==> config.mk <==
export PLATFORM = sky130hd
export DESIGN_NAME = mux_rr_select
export DESIGN_NICKNAME = d
export VERILOG_FILES = /design/src/rtl/mux_rr_select.sv
export SDC_FILE = /design/constraint.sdc
export NUM_CORES = 1
export LEC_CHECK = 0
export ABC_AREA = 1
export ABC_CLOCK_PERIOD_IN_PS = 3200
export BUFFER_PORTS_ARGS = -buffer_cell sky130_fd_sc_hd__buf_2
export CAP_MARGIN = 20
export CORE_MARGIN = 2
export CORE_UTILIZATION = 38
export CTS_CLUSTER_DIAMETER = 60
export DETAILED_ROUTE_END_ITERATION = 10
export RECOVER_POWER = 25
export SLEW_MARGIN = 20
export SYNTH_ARGS = -nofsm -noshare
export SYNTH_HDL_FRONTEND = slang
export SYNTH_SLANG_ARGS = --single-unit
==> constraint.sdc <==
create_clock -name clk -period 3.2 [get_ports clk]
set_input_delay 0.64 -clock clk [delete_from_list [all_inputs] [get_ports clk]]
set_output_delay 0.64 -clock clk [all_outputs]
set_load 0.05 [all_outputs]
==> src/rtl/mux_rr_select.sv <==
// mux_rr_select: round-robin 4-channel mux select sequencer with bounded bursts and a registered, channel-tagged Z sample
// Ports: clk/rst (sync, active-high), en (arbitration enable), req[3:0] (per-channel requests), z (mux output),
//        s1/s0 (registered mux selects), gnt[3:0] (one-hot grant), valid (grant active),
//        zq/zq_ch/zq_valid (Z sampled one cycle after each grant cycle, tagged with its channel)
module mux_rr_select #(
  parameter int MAX_BURST = 4
) (
  input  logic       clk,
  input  logic       rst,
  input  logic       en,
  input  logic [3:0] req,
  input  logic       z,
  output logic       s1,
  output logic       s0,
  output logic [3:0] gnt,
  output logic       valid,
  output logic       zq,
  output logic [1:0] zq_ch,
  output logic       zq_valid
);
  typedef enum logic {IDLE, GRANT} state_t;
  state_t     state;
  logic [1:0] ptr, ch, base, pick;
  logic [3:0] burst, rot;
  logic [7:0] req2;
  logic       rel, go;
  assign ch   = {s1, s0};
  assign rel  = state == GRANT && (!req[ch] || burst == 4'(MAX_BURST) || !en);
  // a releasing channel hands priority to its neighbour in the same edge
  assign base = rel ? ch + 2'd1 : ptr;
  assign req2 = {req, req};
  assign rot  = req2[base +: 4];
  assign pick = base + (rot[0] ? 2'd0 : rot[1] ? 2'd1 : rot[2] ? 2'd2 : 2'd3);
  assign go   = en && |req && (state == IDLE || rel);
  always_ff @(posedge clk) begin
    if (rst) begin
      state    <= IDLE;
      ptr      <= '0;
      burst    <= '0;
      s1       <= 1'b0;
      s0       <= 1'b0;
      gnt      <= '0;
      valid    <= 1'b0;
      zq       <= 1'b0;
      zq_ch    <= '0;
      zq_valid <= 1'b0;
    end else begin
      zq_valid <= valid;
      if (valid) begin
        zq    <= z;
        zq_ch <= ch;
      end
      if (rel) ptr <= base;
      if (go) begin
        state    <= GRANT;
        {s1, s0} <= pick;
        gnt      <= 4'b1 << pick;
        valid    <= 1'b1;
        burst    <= 4'd1;
      end else if (state == GRANT && !rel) begin
        burst <= burst + 4'd1;
      end else begin
        state <= IDLE;
        gnt   <= '0;
        valid <= 1'b0;
      end
    end
  end
endmodule

Word level (Yosys, flattened, before mapping)
Cells that the tools add are included.

Muxes and demuxes: 12. Equal/unequal tests: 2. $lt $le $gt $ge: 1. Bitwise operators: 1. Shift operators: 2. Reductions and logical operators: 13. $add $sub $neg: 3.

Operator list (count): $mux W4 (2); $shiftx A8 B3 Y3 (1); $mux W1 (6); $mux W2 (3); $add A4 B1 Y4 const B (1); $eq A4 B3 Y1 const B (1); $logic_and A1 B1 Y1 (4); $reduce_or A4 Y1 (1); $shl A1 B2 Y4 const A (1); $logic_not A1 Y1 (3); $logic_or A1 B1 Y1 (3); $lt A2 B3 Y1 const B (1); $add A2 B1 Y2 const B (1); $add A2 B2 Y2 (1); $bmux W1 S2 (1); $ne A2 B2 Y1 const B (1); $reduce_bool A2 Y1 (1); $reduce_or A2 Y1 (1); $not A1 Y1 (1).

Output and inout bits: 11. Logic and storage cells: 44. Register bits: 17.

Longest topological paths before layout
Gate-level depths: netlist of the first run.

Depth after elaboration: 14. Gate-level depth with buffers: 20. Depth with buffers taken out: 20.

Worst setup path before layout of the first run
OpenSTA, ideal clock, no wires.

Kind: flip-flop to flip-flop. From: reg s0. To: reg gnt[0]. Setup time: 0.071 ns. Stages on the path, launching flop included: 17. Arrival: 2.332 ns. Data required time: 3.129 ns. Slack: 0.797 ns. Cell sequence: dfxtp_1 > inv_2 > nand2_1 > nand3_1 > nand3_2 > nand2_2 > nand2_4 > nand2_2 > nand2_1 > nand2_1 > nor2_2 > a21oi_1 > o21ai_0 > ha_1 > nor2_1 > nand3_1 > a21oi_1.

Longest elaborated chain between the ends: 14. Elaborated cells between the ends (all ways): 20. Those cells by class: add/sub: 2; eq/ne: 1; shift: 2; mux: 7; reduce/logical: 8.

Ends and longest elaborated chain: from (decl) (line 14) `output logic s0,`; from (signal assigned) (line 56) `{s1, s0} <= pick;`; $bmux W1 S2 (line 28) `assign rel = state == GRANT && (!req[ch] || burst == 4'(MAX_BURST) || !en);`; $mux W1 (implied by the code) (line 28); $logic_not A1 Y1 (line 28); $logic_or A1 B1 Y1 (2 in series) (line 28); $logic_and A1 B1 Y1 (line 28); $mux W2 * (line 30) `assign base = rel ? ch + 2'd1 : ptr;`; $shiftx A8 B3 Y3 (line 32) `assign rot = req2[base +: 4];`; $mux W1 (line 33) `assign pick = base + (rot[0] ? 2'd0 : rot[1] ? 2'd1 : rot[2] ? 2'd2 : 2'd3);`; $mux W2 (2 in series) (line 33); $add A2 B2 Y2 * (line 33); net pick[0] (line 23) `logic [1:0] ptr, ch, base, pick;`; $shl A1 B2 Y4 * (line 57) `gnt <= 4'b1 << pick;`; $mux W4 * (line 54) `if (go) begin`; to (signal assigned) (line 57); to (decl) (line 15) `output logic [3:0] gnt,`.

The timed path passes the listed nets; every way through them passes the cells marked *. The select of a mux whose other input is x is not followed. A chain may end at the register's enable or synchronous reset.

Final worst setup path of the first run
From: reg burst[1]. To: reg gnt[0].

Longest elaborated chain between the ends: 12. Elaborated cells between the ends (all ways): 17. Those cells by class: add/sub: 1; eq/ne: 2; shift: 2; mux: 5; reduce/logical: 7.

Ends and longest elaborated chain: from (decl) (line 24) `logic [3:0] burst, rot;`; from (signal assigned) (line 61) `burst <= burst + 4'd1;`; $eq A4 B3 Y1 * (line 28); $logic_or A1 B1 Y1 * (2 in series) (line 28); $logic_and A1 B1 Y1 * (line 28); $mux W2 * (line 30); $shiftx A8 B3 Y3 (line 32); $mux W1 (line 33); $mux W2 (2 in series) (line 33); $add A2 B2 Y2 * (line 33); net pick[0] (line 23); $shl A1 B2 Y4 * (line 57); $mux W4 * (line 54).

The timed path passes the listed nets; every way through them passes the cells marked *.

==> results of run 1 <==
synth_stat cells (2+ instances only):
library cell and number:
nand2_1 26, nand3_1 22, inv_1 18, dfxtp_1 17, a21oi_1 11, nor2_1 9
nand2_2 7, nand3_2 4, o21ai_0 4, ha_1 3, inv_2 2
power by group through the flow:
stage          registers [mW]  logic, mW  clock network [mW]
2_1_floorplan           0.290      0.112                   0
3_3_place_gp            0.246      0.194                   0
3_5_place_dp            0.246      0.198                   0
4_1_cts                 0.241      0.198               0.115
5_1_grt                 0.244      0.214               0.127
6_report                0.241      0.195               0.112
worst register-to-register path, cell delays in order (launching register included):
cell	delay [ns]
dfxtp_1	0.38
inv_1	0.06
ha_1	0.18
nand3_1	0.09
nand2_1	0.05
inv_1	0.05
nand3_1	0.16
nand2_1	0.19
nand2_1	0.08
nand2_2	0.09
inv_2	0.07
nor2_2	0.14
a21oi_1	0.05
o21ai_0	0.17
ha_1	0.27
nor2_1	0.14
nand3_1	0.10
a21oi_1	0.12
final cells by class:
type	count	area (um^2)
fill	244	1210
multi-input combinational	95	500.5
sequential	17	340.3
timing repair buffer	18	87.58
inverter	20	75.07
tap	28	35.03
clock buffer	3	22.52
clock inverter	1	5.005
registers in the layout, indices dropped and copies added (netlist names):
name	count
burst	4
gnt	4
ptr	2
zq_ch	2
s0	1
s1	1
state	1
zq	1
zq_valid	1
cell families (layout without fill, tap and decap cells):
group | after synthesis | after routing | share of synthesized area, %
AND/OR/NAND/NOR | 72 | 72 | 38.26
buffers and inverters | 22 | 42 | 8.992
AO/OA/AOI/OAI | 19 | 19 | 11.28
flip-flops | 17 | 17 | 36.51
adder cells (fa/ha/maj) | 3 | 3 | 4.027
XOR/XNOR | 1 | 1 | 0.9398
final timing paths:
check / start / endpoint / slack (ns) / cells past startpoint
setup / recovery: burst[1]$_SDFFE_PP0P_ / gnt[0]$_SDFFE_PP0P_ / 0.75 / 17
hold / removal: gnt[3]$_SDFFE_PP0P_ / gnt[3]$_SDFFE_PP0P_ / 0.46 / 2
setup reg to reg: burst[1]$_SDFFE_PP0P_ / gnt[0]$_SDFFE_PP0P_ / 0.75 / 17
hold reg to reg: gnt[3]$_SDFFE_PP0P_ / gnt[3]$_SDFFE_PP0P_ / 0.46 / 2
routing by layer:
metal	track usage (%)	vias to the layer above
li1	-	474
met1	19.49	390
met2	25.51	10
met3	3.390	4
met4	6.410	0
met5	0	-
through the flow:
step / instance area [um^2] / power [mW] / setup WS, ns
after floorplan: 932.1 / 0.4021 / 0.7970
after global placement: 1049 / 0.4406 / 0.7175
after detailed placement: 1049 / 0.4435 / 0.6894
after CTS: 1076 / 0.5544 / 0.8395
after global routing: 1066 / 0.5855 / 0.4819
final: 1066 / 0.5475 / 0.7537
placed cells by master, fill, tap and decap left out:
master	count
o22ai_1	1
xnor2_1	1
ha_1	3
nand2_2	6
inv_2	2
nand3b_1	1
buf_2	16
dfxtp_1	17
clkbuf_1	2
o21ai_0	4
o21a_1	1
nor2_1	9
o41ai_1	1
inv_1	18
or2_2	1
nand3_2	3
clkbuf_4	3
nand2_4	1
a211oi_1	1
nand2_1	27
a21oi_1	11
nand3_1	23
clkinv_2	1
nor2_2	1
==> impl_results.md, run 1 <==
* Hold WS at 0.4642 ns
* WL final at 1954 um
* CTS tree: yes
* GR Util All Layers at 15.52%
* Sw Share at 39.42%
* CTS sink cnt at 17
* Chip height at 53.53 um
* Die width at 53.53 um
* Sw power at 0.2158 mW
* Rel. slew slack at 60.28%
* Avg Inst Size Synth at 6.956 um^2
* Number of synthesized flops with an enable pin at 0
* Min-delay worst type: reg2reg
* Hold_buf cts at 0
* VDD IR max at 0.2534 mV
* CP arrival at 2.67 ns
* CTS Buffer Depth at 2
* Largest net degree at the start of global routing at 13
* Seq/Total Area, Yosys at 36.51%
* Int Pwr at 0.3317 mW
* Layout cell share with drive strength beyond 1 at 22.08%
* Setup TNS at 0 ns
* #FFs+latches synth at 17
* Slowest stage delay, CP at 0.38 ns
* Layout area overhead at 14.36%
* Clk_skew at 0.0006224 ns
* Final Critical Period at 2.446 ns
* Post-cts sizing count at 0
* Leakage at 0.5118 nW
* Finish-stage setup viols at 0
* Top sig layer: met4
* Total CTS buffers at 3
* Row cnt at 17
* ANT cells at 0
* Top FF cell, synth: dfxtp_1
* PortBufs at 18
* Clock share of power at 20.4%
* Worst Tran Pin Value at 0.5881 ns
* Final net count at 166
* Clock Latency Late Sink at 0.29 ns
* Post-synth top area share at 36.51%
* Initial antenna violation count at 0
* YS warnings at 0
* HPWL Detailed at 1556 um
* Met3 wire len at 42 um
* Crit path buf inv count at 3
* Finished Layout Cells at 182
* Io pins at 19
* CP Class: reg2reg
* Comb power frac at 35.6%
* Largest fanout on the critical path at 5
* Worst setup SP type: register
* Seq pwr share at 44.0%
* Wire per inst at 10.74 um
* First-pass GRT wire length at 3236 um
* Via count at 878
* DRC errors left at 0
* Critical path cell sequence: inv_1, ha_1, nand3_1, nand2_1, inv_1, nand3_1, nand2_1, nand2_1, nand2_2, inv_2, nor2_2, a21oi_1, o21ai_0, ha_1, nor2_1, nand3_1, a21oi_1
* Worst Path Required at 3.42 ns
* GRT Residual Overflow at 0
* Crit share post-route at 76.45%
* Net count after synthesis at 145
* Cells after Synth at 134
* Pwr/cell area at 513.6 nW/um^2
* Slew Viols, Final at 0
* Slowest CP cell: dfxtp_1
* Worst setup EP type: register
* Synth unique cells at 22
* Router iterations before antenna repair at 4
* Async SR Flop Fraction at 0%
* Vias per cell at 4.824
* Area of the core at 2276 um^2
* H-tree Lvls at 1
* Unrepaired setup endpoints after global routing: false
* Number of global-route vias before repair at 798
* Mapped cell area at 932.1 um^2
* Starting Density at 40.96%
* Starting DRT DRC Count at 22
* Clock-pin slew on the worst setup and hold paths at 0.09 ns
* Final Wtd Congestion at 0.8400
* Metal-1 WL at 961 um
* Met2 wire length at 922 um
* Layout Utilization at 46.84%
* Placed Cells at 178
* Top cells by area in the synthesized netlist: dfxtp_1 (37%), nand3_1 (12%), nand2_1 (10%)
* Reported max-cap violation count at 0
* Yosys top cell by area: dfxtp_1
* Largest delay contributor family on the critical path: simple AND/OR/NAND/NOR gates
* Final ANT Viol Nets at 0
* Outcome: finished clean
* Die ar. at 2865 um^2
* Root Driver: clkbuf_4
* Post-CTS setup buffers at 0
* F_max at 408.8 MHz
* Final Hold Viols at 0
Note: power is estimated with default switching activity, not from simulation.
==> run 2: changes to the inputs <==
--- a/config.mk
+++ b/config.mk
@@ -6,7 +6,7 @@
 export NUM_CORES = 1
 export LEC_CHECK = 0
 export ABC_AREA = 1
-export ABC_CLOCK_PERIOD_IN_PS = 3200
+export ABC_CLOCK_PERIOD_IN_PS = 2350
 export BUFFER_PORTS_ARGS = -buffer_cell sky130_fd_sc_hd__buf_2
 export CAP_MARGIN = 20
 export CORE_MARGIN = 2
==> constraint.sdc (replaced) <==
create_clock -name clk -period 2.35 [get_ports clk]
set_input_delay 0.47 -clock clk [delete_from_list [all_inputs] [get_ports clk]]
set_output_delay 0.47 -clock clk [all_outputs]
set_load 0.05 [all_outputs]
==> impl_results.md, run 2 (same netlist as run 1, synthesis figures left out) <==
* Worst setup SP type: register (unchanged)
* Levels on crit path at 18 (was 17)
* CTS sink cnt at 17 (unchanged)
* CTS tree: yes (unchanged)
* Largest regs: burst x4, gnt x4 (unchanged)
* Clock share of power at 19.1% (was 20.4%)
* Io pins at 19 (unchanged)
* PortBufs at 18 (unchanged)
* Die width at 53.53 um (unchanged)
* DRC errors left at 0 (unchanged)
* Gr busiest metal: met2 (unchanged)
* Most common cell after layout, fill and taps aside: nand2_1 (unchanged)
* H-tree Lvls at 1 (unchanged)
* Slowest stage delay, CP at 0.34 ns (was 0.38 ns)
* Slew Viols, Final at 0 (unchanged)
* Worst setup EP type: register (unchanged)
* Sw Share at 41.11% (was 39.42%)
* Root Driver: clkbuf_4 (unchanged)
* Reg-to-Reg End: gnt[2]$_SDFFE_PP0P_ (was gnt[0]$_SDFFE_PP0P_)
* Int Pwr at 0.4891 mW (was 0.3317 mW)
* Global routing usage on met2 at 28.19% (was 25.51%)
* Clock-pin slew on the worst setup and hold paths at 0.10 ns (was 0.09 ns)
* CP Class: reg2reg (unchanged)
* Hold EP: zq$_SDFFE_PP0P_ (was gnt[3]$_SDFFE_PP0P_)
* Worst r2r src: burst[0]$_SDFFE_PP0P_ (was burst[1]$_SDFFE_PP0P_)
* CTS Buffer Depth at 2 (unchanged)
* WHS Path Cells at 3 (was 2)
* Final net count at 177 (was 166)
* Reported max-cap violation count at 0 (unchanged)
* Starting Density at 40.96% (unchanged)
* Chip height at 53.53 um (unchanged)
* Final ANT Viol Nets at 0 (unchanged)
* Hold WS at 0.3939 ns (was 0.4642 ns)
* Most frequent cells in the layout: nand2_1 (21), buf_2 (18), nand3_1 (17) (was nand2_1 (27), nand3_1 (23), inv_1 (18))
* HPWL Detailed at 1700 um (was 1556 um)
* WL final at 2269 um (was 1954 um)
* First-pass GRT wire length at 3505 um (was 3236 um)
* Number of global-route vias before repair at 826 (was 798)
* Final Critical Period at 2.252 ns (was 2.446 ns)
* Total CTS buffers at 3 (unchanged)
* Pwr/cell area at 655.9 nW/um^2 (was 513.6 nW/um^2)
* Filler cells at 233 (was 244)
* Register Area at 346.6 um^2 (was 340.3 um^2)
* Critical path cell sequence: inv_2, ha_4, nand3_2, nand2_2, inv_2, nand3_4, nand2_4, nand2_4, nand2_4, nand2_2, nand2_2, nor2_4, a21oi_2, o21ai_1, ha_2, nor2_4, nand3_2, a21oi_2 (was inv_1, ha_1, nand3_1, nand2_1, inv_1, nand3_1, nand2_1, nand2_1, nand2_2, inv_2, nor2_2, a21oi_1, o21ai_0, ha_1, nor2_1, nand3_1, a21oi_1)
* Min-delay worst type: in2reg (was reg2reg)
* Unrepaired setup endpoints after global routing: true (was false)
* Outcome: finished clean (unchanged)
* Clock Latency Late Sink at 0.29 ns (about the same)
* Clk_skew at 0.001472 ns (was 0.0006224 ns)
* R2R setup slack at 0.1 ns (was 0.75 ns)
* Crit path buf inv count at 2 (was 3)
* Via count at 954 (was 878)
* Row cnt at 17 (unchanged)
* Worst Path Required at 2.59 ns (was 3.42 ns)
* Starting DRT DRC Count at 24 (was 22)
* Crit share post-route at 95.81% (was 76.45%)
* Leakage at 0.5823 nW (was 0.5118 nW)
* Met3 GRT Util at 3.390% (unchanged)
* CP arrival at 2.49 ns (was 2.67 ns)
* GR Util All Layers at 17.19% (was 15.52%)
* Largest net degree at the start of global routing at 13 (unchanged)
* M1 GR Usage at 21.65% (was 19.49%)
* Rel. slew slack at 80.56% (was 60.28%)
* Area of the multi-input gates at 613.1 um^2 (was 500.5 um^2)
* Layout Utilization at 55.64% (was 46.84%)
* Comb power frac at 41.0% (was 35.6%)
* Area of the core at 2276 um^2 (unchanged)
* GRT Residual Overflow at 0 (unchanged)
* Worst reg2reg path depth at 18 (was 17)
* Largest delay contributor family on the critical path: simple AND/OR/NAND/NOR gates (unchanged)
* Largest fanout on the critical path at 6 (was 5)
* Worst Tran Pin Value at 0.2913 ns (was 0.5881 ns)
* Vias per cell at 4.943 (was 4.824)
* Slowest CP cell: dfxtp_2 (was dfxtp_1)
* F_max at 444.1 MHz (was 408.8 MHz)
* Hold Startpoint: z (was gnt[3]$_SDFFE_PP0P_)
* VDD IR max at 0.5042 mV (was 0.2534 mV)
* ANT cells at 0 (unchanged)
* Router iterations before antenna repair at 4 (unchanged)
* Initial antenna violation count at 0 (unchanged)
* Hold_buf cts at 0 (unchanged)
* Seq pwr share at 39.8% (was 44.0%)
* Die ar. at 2865 um^2 (unchanged)
* Sw power at 0.3415 mW (was 0.2158 mW)
* Layout cell share with drive strength beyond 1 at 43.64% (was 22.08%)
* Finish-stage setup viols at 0 (unchanged)
* Wire per inst at 11.76 um (was 10.74 um)
* Layout area overhead at 35.84% (was 14.36%)
* Final Hold Viols at 0 (unchanged)
* Final Wtd Congestion at 0.8377 (was 0.8400)
## run 2: cell types whose count changed in the layout (fill, tap and decap cells not counted), moves of 4 or more
cell / previous run / this run
nand2_2: 6 / 10
nand3_1: 23 / 17
nand3_2: 3 / 7
buf_4: 0 / 10
a21oi_2: 0 / 4
nand2_1: 27 / 21
a21oi_1: 11 / 7
inv_2: 2 / 6
inv_1: 18 / 14
## run 2: tightest hold or removal path, stage by stage
cell and delay (ns):
buf_2 0.07, nor2_1 0.03, nor2_1 0.08
## run 2: worst max-delay path by stage
stage | start | endpoint | slack, ns
finish | burst[0]$_SDFFE_PP0P_ | gnt[2]$_SDFFE_PP0P_ | 0.1
global route | burst[0]$_SDFFE_PP0P_ | gnt[3]$_SDFFE_PP0P_ | -0.03
global placement | req[3] | gnt[0]$_SDFFE_PP0P_ | 0.09
floorplan | s1$_SDFFE_PP0P_ | gnt[0]$_SDFFE_PP0P_ | 0.05
detailed placement | burst[0]$_SDFFE_PP0P_ | gnt[0]$_SDFFE_PP0P_ | -0.003
CTS | burst[0]$_SDFFE_PP0P_ | gnt[0]$_SDFFE_PP0P_ | 0.006
## run 2: cell type report
type,count,area share [%]
well taps,28,2.767
clock buffers,3,1.779
repair buffers,29,13.34
flip-flops and latches,17,27.37
clock inverters,1,0.3953
inverters,20,5.929
multi-input cells,95,48.42
## run 2: routing by layer
layer | vias to the layer above | wire, um | share of wire (%)
met3 | 4 | 73 | 3.2
met2 | 18 | 1139 | 50
li1 | 497 | - | -
met5 | - | 0 | 0
met4 | 0 | 30 | 1.3
met1 | 435 | 1025 | 45
## run 2: stage by stage
stage	cell area (um^2)	cells	total power [mW]	worst slack (ns)	setup TNS, ns
finish	1266	193	0.8306	0.09844	0
global placement	1110	186	0.6118	0.08893	0
floorplan	933.4	134	0.5482	0.05489	0
CTS	1160	190	0.7870	0.005565	0
detailed placement	1110	186	0.6164	-0.002921	-0.002921
global route	1266	193	0.8772	-0.02857	-0.1044
## run 2: timing repair
item                                    4_1_cts  5_1_grt
resized for setup                             5       27
endpoints found under the setup margin        2        6
pin swaps                                     1       15
buffers inserted                              0        3
## run 2: power by group through the flow
stage	Combinational [mW]	Sequential [mW]	Clock (mW)
after floorplan	0.152	0.396	0
after global placement	0.277	0.334	0
after detailed placement	0.281	0.335	0
after CTS	0.292	0.330	0.165
after global routing	0.369	0.334	0.174
final	0.341	0.331	0.159
==> run 3: changes to the inputs <==
--- a/config.mk
+++ b/config.mk
@@ -14,6 +14,7 @@
 export CTS_CLUSTER_DIAMETER = 60
 export DETAILED_ROUTE_END_ITERATION = 10
 export RECOVER_POWER = 25
+export SETUP_SLACK_MARGIN = 0.4
 export SLEW_MARGIN = 20
 export SYNTH_ARGS = -nofsm -noshare
 export SYNTH_HDL_FRONTEND = slang
==> impl_results.md, run 3 (same netlist as run 1, synthesis figures left out) <==
* Die width at 53.53 um (unchanged)
* Starting DRT DRC Count at 19 (was 24)
* Vias per cell at 4.959 (was 4.943)
* Final Hold Viols at 0 (unchanged)
* Hold WS at 0.4026 ns (was 0.3939 ns)
* Largest regs: burst x4, gnt x4 (unchanged)
* Final worst slack at 0.1602 ns (was 0.09844 ns)
* Initial antenna violation count at 0 (unchanged)
* Area of the multi-input gates at 631.9 um^2 (was 613.1 um^2)
* Area of the core at 2276 um^2 (unchanged)
* Total Power at 0.8643 mW (was 0.8306 mW)
* Worst Path Required at 2.59 ns (about the same)
* Register Area at 350.3 um^2 (was 346.6 um^2)
* M1 GR Usage at 20.61% (was 21.65%)
* Setup TNS at 0 ns (unchanged)
* Slew Viols, Final at 0 (unchanged)
* CP arrival at 2.43 ns (was 2.49 ns)
* WL final at 2313 um (was 2269 um)
* Reported max-cap violation count at 0 (unchanged)
* Final Wtd Congestion at 0.8597 (was 0.8377)
* GR Util All Layers at 17.85% (was 17.19%)
* Hold_buf cts at 0 (unchanged)
* First-pass GRT wire length at 3657 um (was 3505 um)
* Leakage at 0.5889 nW (was 0.5823 nW)
* Post-place setup slack at 0.03594 ns (was -0.002921 ns)
* Wire per inst at 11.86 um (was 11.76 um)
* VDD IR max at 0.4696 mV (was 0.5042 mV)
* Clock-pin slew on the worst setup and hold paths at 0.10 ns (about the same)
* Layout cell share with drive strength beyond 1 at 46.71% (was 43.64%)
* Router iterations before antenna repair at 6 (was 4)
* Final Critical Period at 2.190 ns (was 2.252 ns)
* Min-delay worst type: in2reg (unchanged)
* HPWL Detailed at 1603 um (was 1700 um)
* Filler cells at 223 (was 233)
* Worst setup EP type: register (unchanged)
* Gr busiest metal: met2 (unchanged)
* Layout area overhead at 40.00% (was 35.84%)
* Clock Latency Late Sink at 0.29 ns (about the same)
* Met3 GRT Util at 6.780% (was 3.390%)
* Finished Layout Cells at 195 (was 193)
* Outcome: finished clean (unchanged)
* Global routing usage on met2 at 29.01% (was 28.19%)
* Starting Density at 40.96% (unchanged)
* Most common cell after layout, fill and taps aside: nand2_1 (unchanged)
* Largest net degree at the start of global routing at 13 (unchanged)
* Final net count at 179 (was 177)
* Rel. slew slack at 60.64% (was 80.56%)
* Pwr/cell area at 662.3 nW/um^2 (was 655.9 nW/um^2)
* Most frequent cells in the layout: nand2_1 (18), buf_2 (16), nand3_1 (14) (was nand2_1 (21), buf_2 (18), nand3_1 (17))
* Root Driver: clkbuf_4 (unchanged)
* GRT Residual Overflow at 0 (unchanged)
* Unrepaired setup endpoints after global routing: true (unchanged)
* Total CTS buffers at 3 (unchanged)
* Largest fanout on the critical path at 6 (unchanged)
* Final ANT Viol Nets at 0 (unchanged)
* Worst Tran Pin Value at 0.5930 ns (was 0.2913 ns)
* CTS tree: yes (unchanged)
* CP Class: reg2reg (unchanged)
* Die ar. at 2865 um^2 (unchanged)
* CTS Buffer Depth at 2 (unchanged)
* Finish-stage setup viols at 0 (unchanged)
* Io pins at 19 (unchanged)
* PortBufs at 18 (unchanged)
* ANT cells at 0 (unchanged)
* Chip height at 53.53 um (unchanged)
* H-tree Lvls at 1 (unchanged)
* Crit share post-route at 93.18% (was 95.81%)
* Number of global-route vias before repair at 892 (was 826)
* DRC errors left at 0 (unchanged)
* CTS sink cnt at 17 (unchanged)
* Worst setup SP type: register (unchanged)
* Placed Cells at 180 (was 186)
* F_max at 456.7 MHz (was 444.1 MHz)
* Clk_skew at 0.008705 ns (was 0.001472 ns)
* Via count at 967 (was 954)
* Row cnt at 17 (unchanged)
==> run 3: cell types whose count changed in the layout (fill, tap and decap cells not counted), moves of 2 or more <==
cell | previous run | this run
buf_4 | 10 | 12
nor2_4 | 2 | 0
clkbuf_1 | 1 | 4
nand2_1 | 21 | 18
inv_4 | 0 | 2
nand3_1 | 17 | 14
buf_2 | 18 | 16
nor2_2 | 0 | 2
nand3_2 | 7 | 10
nand2_4 | 3 | 5
==> run 3: metal layers <==
metal	vias up	share of wire (%)	wire length, um
met5	-	0	0
met4	0	1.4	32
met3	4	5.2	120
met2	23	49	1126
met1	440	45	1034
li1	500	-	-
==> run 3: layout make-up <==
class / count / share of cell area [%]
Multi-Input combinational cell: 95 / 48.42
Sequential cell: 17 / 26.85
Timing Repair Buffer: 31 / 13.90
Inverter: 20 / 6.136
Tap cell: 28 / 2.685
Clock buffer: 4 / 2.013
==> run 3: timing repair <==
action | 4_1_cts | 5_1_grt
endpoints found under the setup margin | 6 | 7
gates resized for setup | 21 | 7
pin swaps | 15 | 9
setup buffers | 9 | 2
==> run 3: worst max-delay path, stage by stage (launching register included) <==
cell     delay [ns]
dfxtp_2        0.36
inv_2          0.05
ha_4           0.15
nand3_2        0.05
nand2_2        0.05
inv_2          0.06
nand3_4        0.10
nand2_4        0.12
nand2_4        0.09
nand2_4        0.10
nand2_4        0.05
nand2_2        0.06
nor2_2         0.04
a21oi_1        0.12
o21ai_1        0.09
ha_2           0.34
nand2_2        0.06
inv_2          0.07
nand3_2        0.06
a21oi_2        0.12
==> run 3: final timing paths <==
path	startpoint	end	slack, ns	cells after the start
setup / recovery	burst[1]$_SDFFE_PP0P_	gnt[1]$_SDFFE_PP0P_	0.16	19
hold reg to reg	gnt[1]$_SDFFE_PP0P_	gnt[1]$_SDFFE_PP0P_	0.47	2
setup reg to reg	burst[1]$_SDFFE_PP0P_	gnt[1]$_SDFFE_PP0P_	0.16	19
hold / removal	z	zq$_SDFFE_PP0P_	0.40	3
==> run 3: through the flow <==
step,utilization [%],instance area [um^2]
3_3_place_gp,48.43,1102
3_5_place_dp,48.43,1102
6_report,57.34,1305
5_1_grt,57.34,1305
4_1_cts,55.69,1267
2_1_floorplan,-,970.9
==> run 3: report_power, final <==
part	internal [mW]	leakage, nW	switching [mW]	total (mW)
Combinational	0.135	0.433	0.236	0.371
Clock	0.0660	0.0150	0.0926	0.159
Sequential	0.313	0.141	0.0215	0.334
